[config.mk]
export PLATFORM = sky130hd
export DESIGN_NAME = rot_load_ctrl_flat
export DESIGN_NICKNAME = d
export VERILOG_FILES = /design/src/rtl/rot_load_ctrl_pkg.sv /design/src/rtl/rot_load_ctrl_if.sv /design/src/rtl/rot_load_ctrl_fifo.sv /design/src/rtl/rot_load_ctrl.sv /design/src/flat_wrapper.sv
export SDC_FILE = /design/constraint.sdc
export NUM_CORES = 1
export LEC_CHECK = 0
export BUFFER_PORTS_ARGS = -buffer_cell sky130_fd_sc_hd__buf_2
export CAP_MARGIN = 20
export CORE_ASPECT_RATIO = 1.4
export CORE_MARGIN = 1
export CORE_UTILIZATION = 58
export CTS_CLUSTER_SIZE = 12
export DETAILED_ROUTE_END_ITERATION = 8
export GPL_TIMING_DRIVEN = 0
export PLACE_DENSITY = 0.82
export SETUP_SLACK_MARGIN = 0.1
export SYNTH_ARGS = -nofsm -noshare
export SYNTH_HDL_FRONTEND = slang
export SYNTH_SLANG_ARGS = --single-unit
[constraint.sdc]
create_clock -name clk -period 3.1 [get_ports clk]
set_input_delay 0.31 -clock clk [delete_from_list [all_inputs] [get_ports clk]]
set_output_delay 0.31 -clock clk [all_outputs]
set_load 0.02 [all_outputs]
[src/rtl/rot_load_ctrl_pkg.sv]
// Shared types and default sizes for the rotate-register load controller.
// Optional flush port is enabled by defining ROT_LOAD_CTRL_FLUSH_EN.
package rot_load_pkg;

  typedef enum logic [1:0] {
    IDLE,
    LOAD,
    ROTATE
  } rlc_state_t;

  localparam int DEF_WIDTH = 8;
  localparam int DEF_DEPTH = 4;
  localparam int DEF_HOLD  = 8;

endpackage

[src/rtl/rot_load_ctrl_if.sv]
// Producer-side valid/ready word handshake feeding rot_load_ctrl.
interface rot_load_ctrl_if
  import rot_load_pkg::*;
#(
  parameter int WIDTH = DEF_WIDTH
) ();

  logic [WIDTH-1:0] in_data;
  logic             in_valid;
  logic             in_ready;

  modport master(output in_data, output in_valid, input in_ready);
  modport slave (input in_data, input in_valid, output in_ready);

endinterface

[src/rtl/rot_load_ctrl_fifo.sv]
// Small synchronous FIFO with occupancy count; clear has priority over push/pop.
module sync_fifo
  import rot_load_pkg::*;
#(
  parameter int WIDTH = DEF_WIDTH,
  parameter int DEPTH = DEF_DEPTH
) (
  input  logic                         clk,
  input  logic                         rstn,
  input  logic                         i_clr,
  input  logic                         i_push,
  input  logic                         i_pop,
  input  logic [WIDTH-1:0]             i_data,
  output logic [WIDTH-1:0]             o_head,
  output logic [$clog2(DEPTH+1)-1:0]   o_count,
  output logic                         o_full,
  output logic                         o_empty
);

  localparam int PW = (DEPTH > 1) ? $clog2(DEPTH) : 1;
  localparam int CW = $clog2(DEPTH + 1);

  logic [WIDTH-1:0] r_mem [DEPTH];
  logic [PW-1:0]    r_wr_ptr;
  logic [PW-1:0]    r_rd_ptr;
  logic [CW-1:0]    r_count;
  logic             w_push;
  logic             w_pop;

  assign o_full  = (r_count == CW'(DEPTH));
  assign o_empty = (r_count == '0);
  assign o_count = r_count;
  assign o_head  = r_mem[r_rd_ptr];
  assign w_push  = i_push && !o_full;
  assign w_pop   = i_pop && !o_empty;

  function automatic logic [PW-1:0] ptr_inc(input logic [PW-1:0] p);
    return (p == PW'(DEPTH - 1)) ? '0 : p + PW'(1);
  endfunction

  always_ff @(posedge clk) begin
    if (w_push) begin
      r_mem[r_wr_ptr] <= i_data;
    end
  end

  always_ff @(posedge clk) begin
    if (!rstn || i_clr) begin
      r_wr_ptr <= '0;
      r_rd_ptr <= '0;
      r_count  <= '0;
    end else begin
      if (w_push) r_wr_ptr <= ptr_inc(r_wr_ptr);
      if (w_pop)  r_rd_ptr <= ptr_inc(r_rd_ptr);
      case ({w_push, w_pop})
        2'b10:   r_count <= r_count + CW'(1);
        2'b01:   r_count <= r_count - CW'(1);
        default: r_count <= r_count;
      endcase
    end
  end

endmodule

[src/rtl/rot_load_ctrl.sv]
// Feeds a rotate-left register: buffers words, issues one-cycle load pulses spaced HOLD+1 apart.
// Define ROT_LOAD_CTRL_FLUSH_EN to add a synchronous flush input.
module rot_load_ctrl
  import rot_load_pkg::*;
#(
  parameter int WIDTH = DEF_WIDTH,
  parameter int DEPTH = DEF_DEPTH,
  parameter int HOLD  = DEF_HOLD
) (
  input  logic                       clk,
  input  logic                       rstn,
`ifdef ROT_LOAD_CTRL_FLUSH_EN
  input  logic                       flush,
`endif
  rot_load_ctrl_if.slave             in_if,
  output logic [WIDTH-1:0]           load_val,
  output logic                       load_en,
  output logic                       busy,
  output logic [$clog2(DEPTH+1)-1:0] count
);

  localparam int HW = $clog2(HOLD + 1);
  localparam int CW = $clog2(DEPTH + 1);

  rlc_state_t       r_state;
  rlc_state_t       w_state_nxt;
  logic [HW-1:0]    r_hold_cnt;
  logic [WIDTH-1:0] r_load_val;
  logic             r_load_en;

  logic             w_flush;
  logic             w_push;
  logic             w_pop;
  logic             w_hold_last;
  logic [WIDTH-1:0] w_head;
  logic [CW-1:0]    w_count;
  logic             w_full;
  logic             w_empty;

`ifdef ROT_LOAD_CTRL_FLUSH_EN
  assign w_flush = flush;
`else
  assign w_flush = 1'b0;
`endif

  // No pass-through: a full FIFO refuses even when a pop happens on the same edge.
  assign in_if.in_ready = rstn && !w_full && !w_flush;
  assign w_push         = in_if.in_valid && in_if.in_ready;
  assign w_hold_last    = (r_hold_cnt == HW'(HOLD - 1));

  sync_fifo #(
    .WIDTH (WIDTH),
    .DEPTH (DEPTH)
  ) u_fifo (
    .clk     (clk),
    .rstn    (rstn),
    .i_clr   (w_flush),
    .i_push  (w_push),
    .i_pop   (w_pop),
    .i_data  (in_if.in_data),
    .o_head  (w_head),
    .o_count (w_count),
    .o_full  (w_full),
    .o_empty (w_empty)
  );

  always_comb begin
    w_state_nxt = r_state;
    w_pop       = 1'b0;
    unique case (r_state)
      IDLE: begin
        if (!w_empty) begin
          w_state_nxt = LOAD;
          w_pop       = 1'b1;
        end
      end
      LOAD: w_state_nxt = ROTATE;
      ROTATE: begin
        if (w_hold_last) begin
          if (!w_empty) begin
            w_state_nxt = LOAD;
            w_pop       = 1'b1;
          end else begin
            w_state_nxt = IDLE;
          end
        end
      end
      default: w_state_nxt = IDLE;
    endcase
  end

  always_ff @(posedge clk) begin
    if (!rstn) begin
      r_state    <= IDLE;
      r_hold_cnt <= '0;
      r_load_val <= '0;
      r_load_en  <= 1'b0;
    end else if (w_flush) begin
      r_state    <= IDLE;
      r_hold_cnt <= '0;
      r_load_en  <= 1'b0;
    end else begin
      r_state   <= w_state_nxt;
      // Every pop is an entry into LOAD, so the pop doubles as the load strobe.
      r_load_en <= w_pop;
      if (w_pop) r_load_val <= w_head;
      if (r_state == LOAD) begin
        r_hold_cnt <= '0;
      end else if (r_state == ROTATE && !w_hold_last) begin
        r_hold_cnt <= r_hold_cnt + HW'(1);
      end
    end
  end

  assign load_val = r_load_val;
  assign load_en  = r_load_en;
  assign busy     = (r_state != IDLE);
  assign count    = w_count;

endmodule
[src/flat_wrapper.sv]
// flat-port wrapper written by rule: the top's interface ports become plain ports
module rot_load_ctrl_flat import rot_load_pkg::*;
#(
  parameter int WIDTH = DEF_WIDTH,
  parameter int DEPTH = DEF_DEPTH,
  parameter int HOLD  = DEF_HOLD
)
  (clk, rstn, load_val, load_en, busy, count, in_if_in_data, in_if_in_valid, in_if_in_ready);
  rot_load_ctrl_if #(.WIDTH(WIDTH)) in_if_i ();
  input  logic clk;
  input  logic rstn;
  output logic [WIDTH-1:0] load_val;
  output logic load_en;
  output logic busy;
  output logic [$clog2(DEPTH+1)-1:0] count;
  input wire logic [$bits(in_if_i.in_data)-1:0] in_if_in_data;
  input wire logic [$bits(in_if_i.in_valid)-1:0] in_if_in_valid;
  output wire logic [$bits(in_if_i.in_ready)-1:0] in_if_in_ready;
  assign in_if_i.in_data = in_if_in_data;
  assign in_if_i.in_valid = in_if_in_valid;
  assign in_if_in_ready = in_if_i.in_ready;
  rot_load_ctrl #(.WIDTH(WIDTH), .DEPTH(DEPTH), .HOLD(HOLD)) u_core (.clk(clk), .rstn(rstn), .in_if(in_if_i), .load_val(load_val), .load_en(load_en), .busy(busy), .count(count));
endmodule
==> After elaboration in Yosys (flattened, before gate mapping) <==
Memory sizes are Yosys's and may differ from the RTL's. A register that Yosys moved wholly into a read port is not among the register bits.
Index checks and enable logic that the tools add are counted.
{ "op_classes": {"mux": 12, "n_addsub": 5, "n_bitwise": 1, "n_reduce_logical": 15, "n_eq_ne": 10} }
{ "op_table": {"columns": ["cell", "n"], "rows": [
  ["== test 2 bit, second input constant", 4],
  ["two-way mux 2 bit", 4],
  ["case mux 2 bit (3 select lines)", 1],
  ["case mux 3 bit (2 select lines)", 1],
  ["logical AND 1 bit", 5],
  ["two-way mux 1 bit", 5],
  ["adder 2 x 1 -> 2 bit, second input constant", 2],
  ["adder 4 x 1 -> 4 bit, second input constant", 1],
  ["== test 2 x 1 -> 1 bit, second input constant", 2],
  ["== test 4 x 3 -> 1 bit, second input constant", 1],
  ["zero test 1 bit", 4],
  ["nonzero test 2 bit", 2],
  ["adder 3 x 1 -> 3 bit, second input constant", 1],
  ["== test 3 bit, second input constant", 1],
  ["zero test 3 bit", 1],
  ["subtractor 3 x 1 -> 3 bit, second input constant", 1],
  ["zero test 2 bit", 1],
  ["!= test 2 x 1 -> 1 bit, second input constant", 1],
  ["!= test 2 bit, second input constant", 1],
  ["case mux 1 bit (2 select lines)", 1],
  ["AND reduction 2 bit", 1],
  ["OR reduction 2 bit", 1],
  ["NOT 1 bit", 1]
]} }
{ "word_totals": {"output_inout_bits": 14, "word_cells": 50, "ramBits": 32, "ff_bits": 14, "mem_count": 1} }
{ "mem_list": {"columns": ["name", "depth", "word_bits", "read_ports", "rd_clocked_by_memory_dff", "write_ports", "line", "text"], "rows": [
  ["u_core.u_fifo.r_mem", 4, 8, 1, 1, 1, "rot_load_ctrl_fifo.sv:23", "logic [WIDTH-1:0] r_mem [DEPTH];"]
]} }

==> Logic depth before layout (Yosys ltp) <==
Gate-level depths: netlist of run 1.
{ "depth": {"depth_word": 7, "depth_mapped": 10} }

==> By module <==
A second synthesis of run 1 with hierarchy kept.
{ "unflattened": {"hier_cells": 171, "hier_area_um2": 2301.0} }
{ "by_module_without_submodules": {"columns": ["mod", "cells_each", "area_each_um2", "instances"], "rows": [
  ["sync_fifo", 97, 1644.1, 1],
  ["rot_load_ctrl", 74, 656.9, 1]
]} }

==> Worst setup path after synthesis of run 1 <==
Ideal clock, no wire load.
{ "synth_path": {"path_kind": "reg2reg", "from": "register u_core.u_fifo.r_count[2] (netlist: u_core.u_fifo.o_count[2])", "to": "register u_core.u_fifo.r_count[2] (netlist: u_core.u_fifo.o_count[2])", "path_stages_with_launch": 11, "setup_ps": 72, "period_less_slack_ps": 2548, "setup_slack_ps": 552, "arrival_time_ps": 2476, "n_path_buf": 1, "cell_sequence": "dfxtp_1 -> or3b_1 -> and3_4 -> buf_6 -> inv_1 -> ha_1 -> inv_1 -> fa_1 -> xor2_1 -> or3_2 -> a21oi_1"} }
{ "synth_between": {"elab_chain_len": 7} }
{ "synth_lines": {"columns": ["item", "line", "text"], "rows": [
  ["start, declared", "rot_load_ctrl_fifo.sv:26", "logic [CW-1:0] r_count;"],
  ["start signal, assigned", "rot_load_ctrl_fifo.sv:56", "2'b10: r_count <= r_count + CW'(1);"],
  ["start signal, assigned", "rot_load_ctrl_fifo.sv:57", "2'b01: r_count <= r_count - CW'(1);"],
  ["start signal, assigned", "rot_load_ctrl_fifo.sv:58", "default: r_count <= r_count;"],
  ["zero test 3 bit or == test 3 bit (tied branches)", "rot_load_ctrl_fifo.sv:31, rot_load_ctrl_fifo.sv:30", null],
  ["two-way mux 1 bit or zero test 1 bit (tied branches)", null, null],
  ["two-way mux 1 bit or logical AND 1 bit (tied branches)", "rot_load_ctrl.sv:79, rot_load_ctrl.sv:47", null],
  ["case mux 1 bit (2 select lines) or logical AND 1 bit (tied branches)", "rot_load_ctrl.sv:70, rot_load_ctrl.sv:48", null],
  ["logical AND 1 bit, on equally long branches", "rot_load_ctrl_fifo.sv:35, rot_load_ctrl_fifo.sv:34", null],
  ["== test 2 x 1 -> 1 bit or == test 2 bit (tied branches)", "rot_load_ctrl_fifo.sv:55", "case ({w_push, w_pop})"],
  ["case mux 3 bit (2 select lines) or nonzero test 2 bit (tied branches)", null, null]
]} }
Several ways; a longest one is shown, not always the timed one.
A chain may end at the register's enable or synchronous reset.

==> Worst setup path after layout of run 1 <==
{ "layout_path": {"from": "register u_core.r_hold_cnt[0]", "to": "register u_core.u_fifo.r_count[2] (netlist: u_core.u_fifo.o_count[2])"} }
{ "layout_between": {"elab_chain_len": 6} }
{ "layout_lines": {"columns": ["item", "line", "text"], "rows": [
  ["start, declared", "rot_load_ctrl.sv:27", "logic [HW-1:0] r_hold_cnt;"],
  ["start signal, assigned", "rot_load_ctrl.sv:110", "r_hold_cnt <= r_hold_cnt + HW'(1);"],
  ["== test 4 x 3 -> 1 bit *", "rot_load_ctrl.sv:49", "assign w_hold_last = (r_hold_cnt == HW'(HOLD - 1));"],
  ["two-way mux 1 bit *", "rot_load_ctrl.sv:79", "if (w_hold_last) begin"],
  ["case mux 1 bit (2 select lines) *", "rot_load_ctrl.sv:70", "unique case (r_state)"],
  ["logical AND 1 bit *", "rot_load_ctrl_fifo.sv:35", "assign w_pop = i_pop && !o_empty;"],
  ["named net u_core.u_fifo.w_pop", "rot_load_ctrl_fifo.sv:28", "logic w_pop;"],
  ["== test 2 x 1 -> 1 bit or == test 2 bit (tied branches)", "rot_load_ctrl_fifo.sv:55", null],
  ["case mux 3 bit (2 select lines) or nonzero test 2 bit (tied branches)", null, null]
]} }
Mark *: on every way through the listed nets, which the timed path passes. The rest lies on a longest branch.

==> results.json, run 1 <==
{
  "netlist_instances": 185,
  "die-area_mm2": 0.00441,
  "clock.fmax_mhz": 357,
  "synth_nets": 204,
  "startpoint_type": "flop",
  "routed_wl_um": 4300,
  "coreArea_mm2": 0.00395,
  "ant_nets": 0,
  "crit_slowest_cell": "a211oi_2",
  "slowest_delay_ps": 490,
  "path_cells": "ha_1 > nand3b_1 > a211oi_2 > ha_1 > inv_1 > fa_1 > xor2_1 > or3_2 > a21oi_1",
  "initial_utilization": 0.608,
  "ys.flop_type": "edfxtp_1",
  "num_rows": 27,
  "async_flop_share": 0,
  "dr.pass1.iters": 4,
  "critical_path_class": "reg -> reg",
  "wl_met2_um": 2340,
  "slew_viol_final": 0,
  "worst_ir_drop_vdd_mv": 0.461,
  "grt_pass1_vias": 1518,
  "finalCritPeriodShare": 0.903,
  "gp_congestion": 0.832,
  "routedWlPerCell_um": 16.5,
  "fin_skew_ps": 5.66,
  "setup_violations": 0,
  "io_buffers": 24,
  "drive_gt1_frac": 0.253,
  "clkSlewWorstSetupHoldPaths_ps": 100,
  "worstPathRequired_ps": 3340,
  "cts_setup_buffers": 0,
  "area_growth_pct": 11.1,
  "worstSetupEndpointType": "flop",
  "wl_met1_um": 1770,
  "fin_crit_ps": 2800,
  "synthDistinctLibCells": 40,
  "drc": 0,
  "maxCapViolations": 0,
  "nets": 235,
  "powerDensity_mw_per_mm2": 750,
  "post_cts_resized": 0,
  "worstMarginPinSlew_ps": 594,
  "dieHeight_um": 78.2,
  "avgSynthCellArea_um2": 13.0,
  "rsz0062_at_grt": "false",
  "synth_edf_count": 32,
  "yosys_warnings": 0,
  "ys_seq_area_frac": 0.583,
  "via_per_inst": 6.05,
  "clock_latency_ps": 300,
  "cts_made_buffers": 5,
  "hold_buffers": 0,
  "n_antenna_cell": 0,
  "crit_arrival_ps": 3040,
  "cp_max_fo": 6,
  "pin_count": 25,
  "grt_first_pass_wirelength_um": 6830,
  "layout_commonest_cell": "edfxtp_1",
  "status": "finished clean",
  "grt_max_degree": 19,
  "max-slew-margin-rel": 0.602,
  "cp_common_cell": "ha_1",
  "antenna_found_initial": 0,
  "h-tree-depth": 2,
  "die_x_um": 56.4,
  "most-common-layout-cells": "32 x edfxtp_1, 28 x buf_2, 22 x dfxtp_1",
  "vias": 1574,
  "drt_iter0_drc": 67,
  "root_buffer": "clkbuf_8",
  "overflow": 0,
  "tns_ps": 0,
  "p_leak_nw": 0.975,
  "hold_viol_final": 0,
  "post-route-cell-area_mm2": 0.00267,
  "ys_ff_latch": 54,
  "place_area_mm2": 0.00258,
  "cts_sinks": 54,
  "clockBufferDepth": 2,
  "cts_tree": "yes",
  "routed-wl-met3_um": 125,
  "hold_path.class": "in -> reg",
  "netlist_area_mm2": 0.00240,
  "fillers": 305,
  "hpwl_um": 3100,
  "grt_usage": 0.205,
  "highest_layer": "met4"
}
[cells in the mapped netlist, types with 2 or more instances]
library cell | instances | share of area
buf_2 | 4 | 0.0083
clkbuf_1 | 10 | 0.016
and2_1 | 4 | 0.010
ha_1 | 7 | 0.036
mux2i_1 | 3 | 0.013
mux4_2 | 8 | 0.075
nand2_1 | 6 | 0.0094
nand3_1 | 11 | 0.023
nor2_1 | 5 | 0.0078
xor2_1 | 2 | 0.0073
nand4_1 | 14 | 0.036
o2111ai_1 | 9 | 0.033
a21oi_1 | 5 | 0.010
or3_2 | 2 | 0.0062
and2_2 | 3 | 0.0094
inv_1 | 8 | 0.013
o211ai_1 | 9 | 0.028
dfxtp_1 | 22 | 0.18
edfxtp_1 | 32 | 0.40
[cell families after synthesis]
family / share of synthesized area
buffers and inverters: 0.0427
xor gates and xnor gates: 0.00729
and+or+nand+nor: 0.139
adders and majority gates: 0.0448
AOI/OAI and AO/OA: 0.0958
muxes: 0.0875
DFF: 0.583
[worst max-delay path, delay by kind of cell, from the launching register on]
family                     cells  cell delay [ps]
xor gates and xnor gates       1              160
buffers and inverters          1               60
AOI/OAI and AO/OA              2              630
DFF                            1              430
and+or+nand+nor                2              550
adders and majority gates      3              900
[state kept, by name, indices dropped and copies added (netlist names)]
name and cells:
u_core.load_en 1, u_core.u_fifo.r_wr_ptr 2, u_core.load_val 8, u_core.u_fifo.r_rd_ptr 2, u_core.r_hold_cnt 4, u_core.u_fifo.r_mem 32
u_core.u_fifo.o_count 3, u_core.r_state 2
[path summary, 6_finish.rpt]
path	to	slack, ps	cells after the start	start
max reg2reg	u_core.u_fifo.o_count[2]	300	9	u_core.r_hold_cnt[0]
min	u_core.u_fifo.r_mem[0][2]	210	1	in_if_in_data[2]
max	u_core.u_fifo.o_count[2]	300	9	u_core.r_hold_cnt[0]
min reg2reg	u_core.load_val[1]	510	2	u_core.load_val[1]
[routing by layer]
layer,track usage,up-vias
met2,0.382,32
met4,0.0659,0
li1,-,777
met1,0.231,756
met3,0.0428,9
met5,0,-
[per-stage QoR]
step	worst slack (ps)	utilization	total power [mW]	hold WS [ps]	instances
finish	301	0.676	2.00	215	260
global route	119	0.676	2.12	208	260
CTS	324	0.676	2.01	209	260
detailed placement	336	0.652	1.62	498	252
global placement	364	0.652	1.60	487	252
floorplan	552	-	1.44	409	185
[area by class of cell]
class,count,area (um^2),share of cell area
flip-flops and latches,54,1400,0.525
multi-input cells,107,898,0.336
repair buffers,24,120,0.0450
clock buffers,5,68.8,0.0258
plain buffers,15,68.8,0.0258
well taps,43,53.8,0.0201
inverters,9,33.8,0.0127
clock inverters,3,25.0,0.00937
[report_power, final]
| part | switching (mW) | internal (mW) | total (mW) | leakage (nW) |
|---|---|---|---|---|
| Clock | 0.231 | 0.163 | 0.395 | 0.0447 |
| Sequential | 0.0588 | 0.862 | 0.921 | 0.471 |
| Combinational | 0.422 | 0.266 | 0.688 | 0.460 |
| Total | 0.712 | 1.29 | 2.00 | 0.975 |
Note: power is estimated with default switching activity, not from simulation.
==> inputs of run 2 (changes only) <==
--- a/config.mk
+++ b/config.mk
@@ -5,7 +5,7 @@
 export SDC_FILE = /design/constraint.sdc
 export NUM_CORES = 1
 export LEC_CHECK = 0
-export BUFFER_PORTS_ARGS = -buffer_cell sky130_fd_sc_hd__buf_2
+export BUFFER_PORTS_ARGS = -buffer_cell sky130_fd_sc_hd__clkbuf_2
 export CAP_MARGIN = 20
 export CORE_ASPECT_RATIO = 1.4
 export CORE_MARGIN = 1
==> run 2 against run 1 <==
Against the previous run:
- design area rose by 0.42%
- first-iteration DRC count rose by 21%
- via count rose by 2.7%
==> results.json, run 2 (synthesized netlist as in run 1, its figures left out) <==
{
  "status": "finished clean",
  "clock_latency_ps": 320,
  "most-common-layout-cells": "32 x edfxtp_1, 24 x clkbuf_2, 22 x dfxtp_1",
  "grt_max_degree": 20,
  "critical_path_class": "reg -> reg",
  "fin_crit_ps": 2770,
  "num_rows": 27,
  "hpwl_um": 3110,
  "io_buffers": 24,
  "clkPwrFrac": 0.207,
  "p_int_mw": 1.30,
  "setup_violations": 0,
  "drt_iter0_drc": 81,
  "grt_pass1_vias": 1571,
  "grt_first_pass_wirelength_um": 7230,
  "crit_family": "adder cells",
  "dp_slack_ps": 300,
  "seqPwrFrac": 0.447,
  "grt_usage": 0.218,
  "powerDensity_mw_per_mm2": 768,
  "critPathBufInv": 1,
  "p_sw_mw": 0.758,
  "dr.pass1.iters": 4,
  "finalCritPeriodShare": 0.894,
  "worstSetupEndpointType": "flop",
  "nets": 235,
  "path_cells": "ha_1 > nand3b_1 > a211oi_4 > ha_1 > inv_1 > fa_1 > xor2_1 > or3_2 > a21oi_1",
  "p_leak_nw": 0.976,
  "die-area_mm2": 0.00441,
  "largest_reg_flops": 32,
  "startpoint_type": "flop",
  "fin_skew_ps": 10.5,
  "hold_viol_final": 0,
  "worstMarginPinSlew_ps": 705,
  "ant_nets": 0,
  "cts_sinks": 54,
  "place_area_mm2": 0.00258,
  "n_antenna_cell": 0,
  "slowest_delay_ps": 430,
  "cts_tree": "yes",
  "initial_utilization": 0.608,
  "post-route-cell-area_mm2": 0.00268,
  "crit_arrival_ps": 3020,
  "cp_common_cell": "ha_1",
  "fin_ws_ps": 327,
  "vias": 1617,
  "rsz0062_at_grt": "false",
  "cp_max_fo": 6,
  "dieHeight_um": 78.2,
  "worst_ir_drop_vdd_mv": 0.549,
  "worstPathRequired_ps": 3350,
  "cts_setup_buffers": 0,
  "drc": 0,
  "area_growth_pct": 11.6,
  "drive_gt1_frac": 0.253,
  "die_x_um": 56.4,
  "clockBufferDepth": 2,
  "antenna_found_initial": 0,
  "tns_ps": 0,
  "max-slew-margin-rel": 0.528,
  "slew_viol_final": 0,
  "maxCapViolations": 0,
  "routed_wl_um": 4520,
  "largest-register": "u_core.u_fifo.r_mem",
  "overflow": 0,
  "cts_made_buffers": 5,
  "via_per_inst": 6.22,
  "pin_count": 25,
  "layout_commonest_cell": "edfxtp_1",
  "combPwrFrac": 0.345,
  "root_buffer": "clkbuf_8",
  "clock.fmax_mhz": 361,
  "crit_slowest_cell": "dfxtp_1",
  "coreArea_mm2": 0.00395,
  "hold_path.class": "in -> reg",
  "gp_congestion": 0.820,
  "h-tree-depth": 2,
  "switching_share": 0.368,
  "clkSlewWorstSetupHoldPaths_ps": 110,
  "routedWlPerCell_um": 17.4
}
## run 2: cell types whose count changed in the layout (fill, tap and decap cells not counted)
cell	change
a211oi_4	+1
buf_2	-24
a211oi_2	-1
inv_8	+1
clkinvlp_4	-1
clkbuf_2	+24
## run 2: layout make-up
class                   count  area [um^2]
clock inverters             3         28.8
plain buffers              15         68.8
inverters                   9         33.8
flip-flops and latches     54         1400
fillers                   297         1270
well taps                  43         53.8
repair buffers             24          120
multi-input cells         107          906
clock buffers               5         68.8
## run 2: metal layers
layer	GRT usage	wire, um
met1	0.233	1820
met2	0.413	2460
met3	0.0428	156
met4	0.0829	80
met5	0	0
## run 2: timing repair
item | 4_1_cts | 5_1_grt
hold buffers | 0 | 0
gates resized for setup | 0 | 1
endpoints found under the setup margin | 0 | 1
## run 2: power by group through the flow
stage | clock network (mW) | registers [mW] | logic (mW)
after detailed placement | 0 | 0.936 | 0.696
after global placement | 0 | 0.934 | 0.669
after CTS | 0.427 | 0.920 | 0.701
after global routing | 0.451 | 0.933 | 0.779
final | 0.427 | 0.921 | 0.712
after floorplan | 0 | 0.971 | 0.472
## run 2: worst paths after layout
path	from	to	slack, ps	cells past startpoint
worst min-delay path	in_if_in_data[1]	u_core.u_fifo.r_mem[3][1]	200	1
worst max-delay path	u_core.r_hold_cnt[0]	u_core.u_fifo.o_count[2]	330	9
worst min register to register	u_core.load_val[1]	u_core.load_val[1]	510	2
worst max register to register	u_core.r_hold_cnt[0]	u_core.u_fifo.o_count[2]	330	9
## run 2: stage by stage
| stage | hold WS, ps | util | power [mW] | std cells |
|---|---|---|---|---|
| 2_1_floorplan | 409 | - | 1.44 | 185 |
| 3_3_place_gp | 489 | 0.652 | 1.60 | 252 |
| 3_5_place_dp | 500 | 0.652 | 1.63 | 252 |
| 4_1_cts | 204 | 0.676 | 2.05 | 260 |
| 5_1_grt | 201 | 0.678 | 2.16 | 260 |
| 6_report | 205 | 0.678 | 2.06 | 260 |
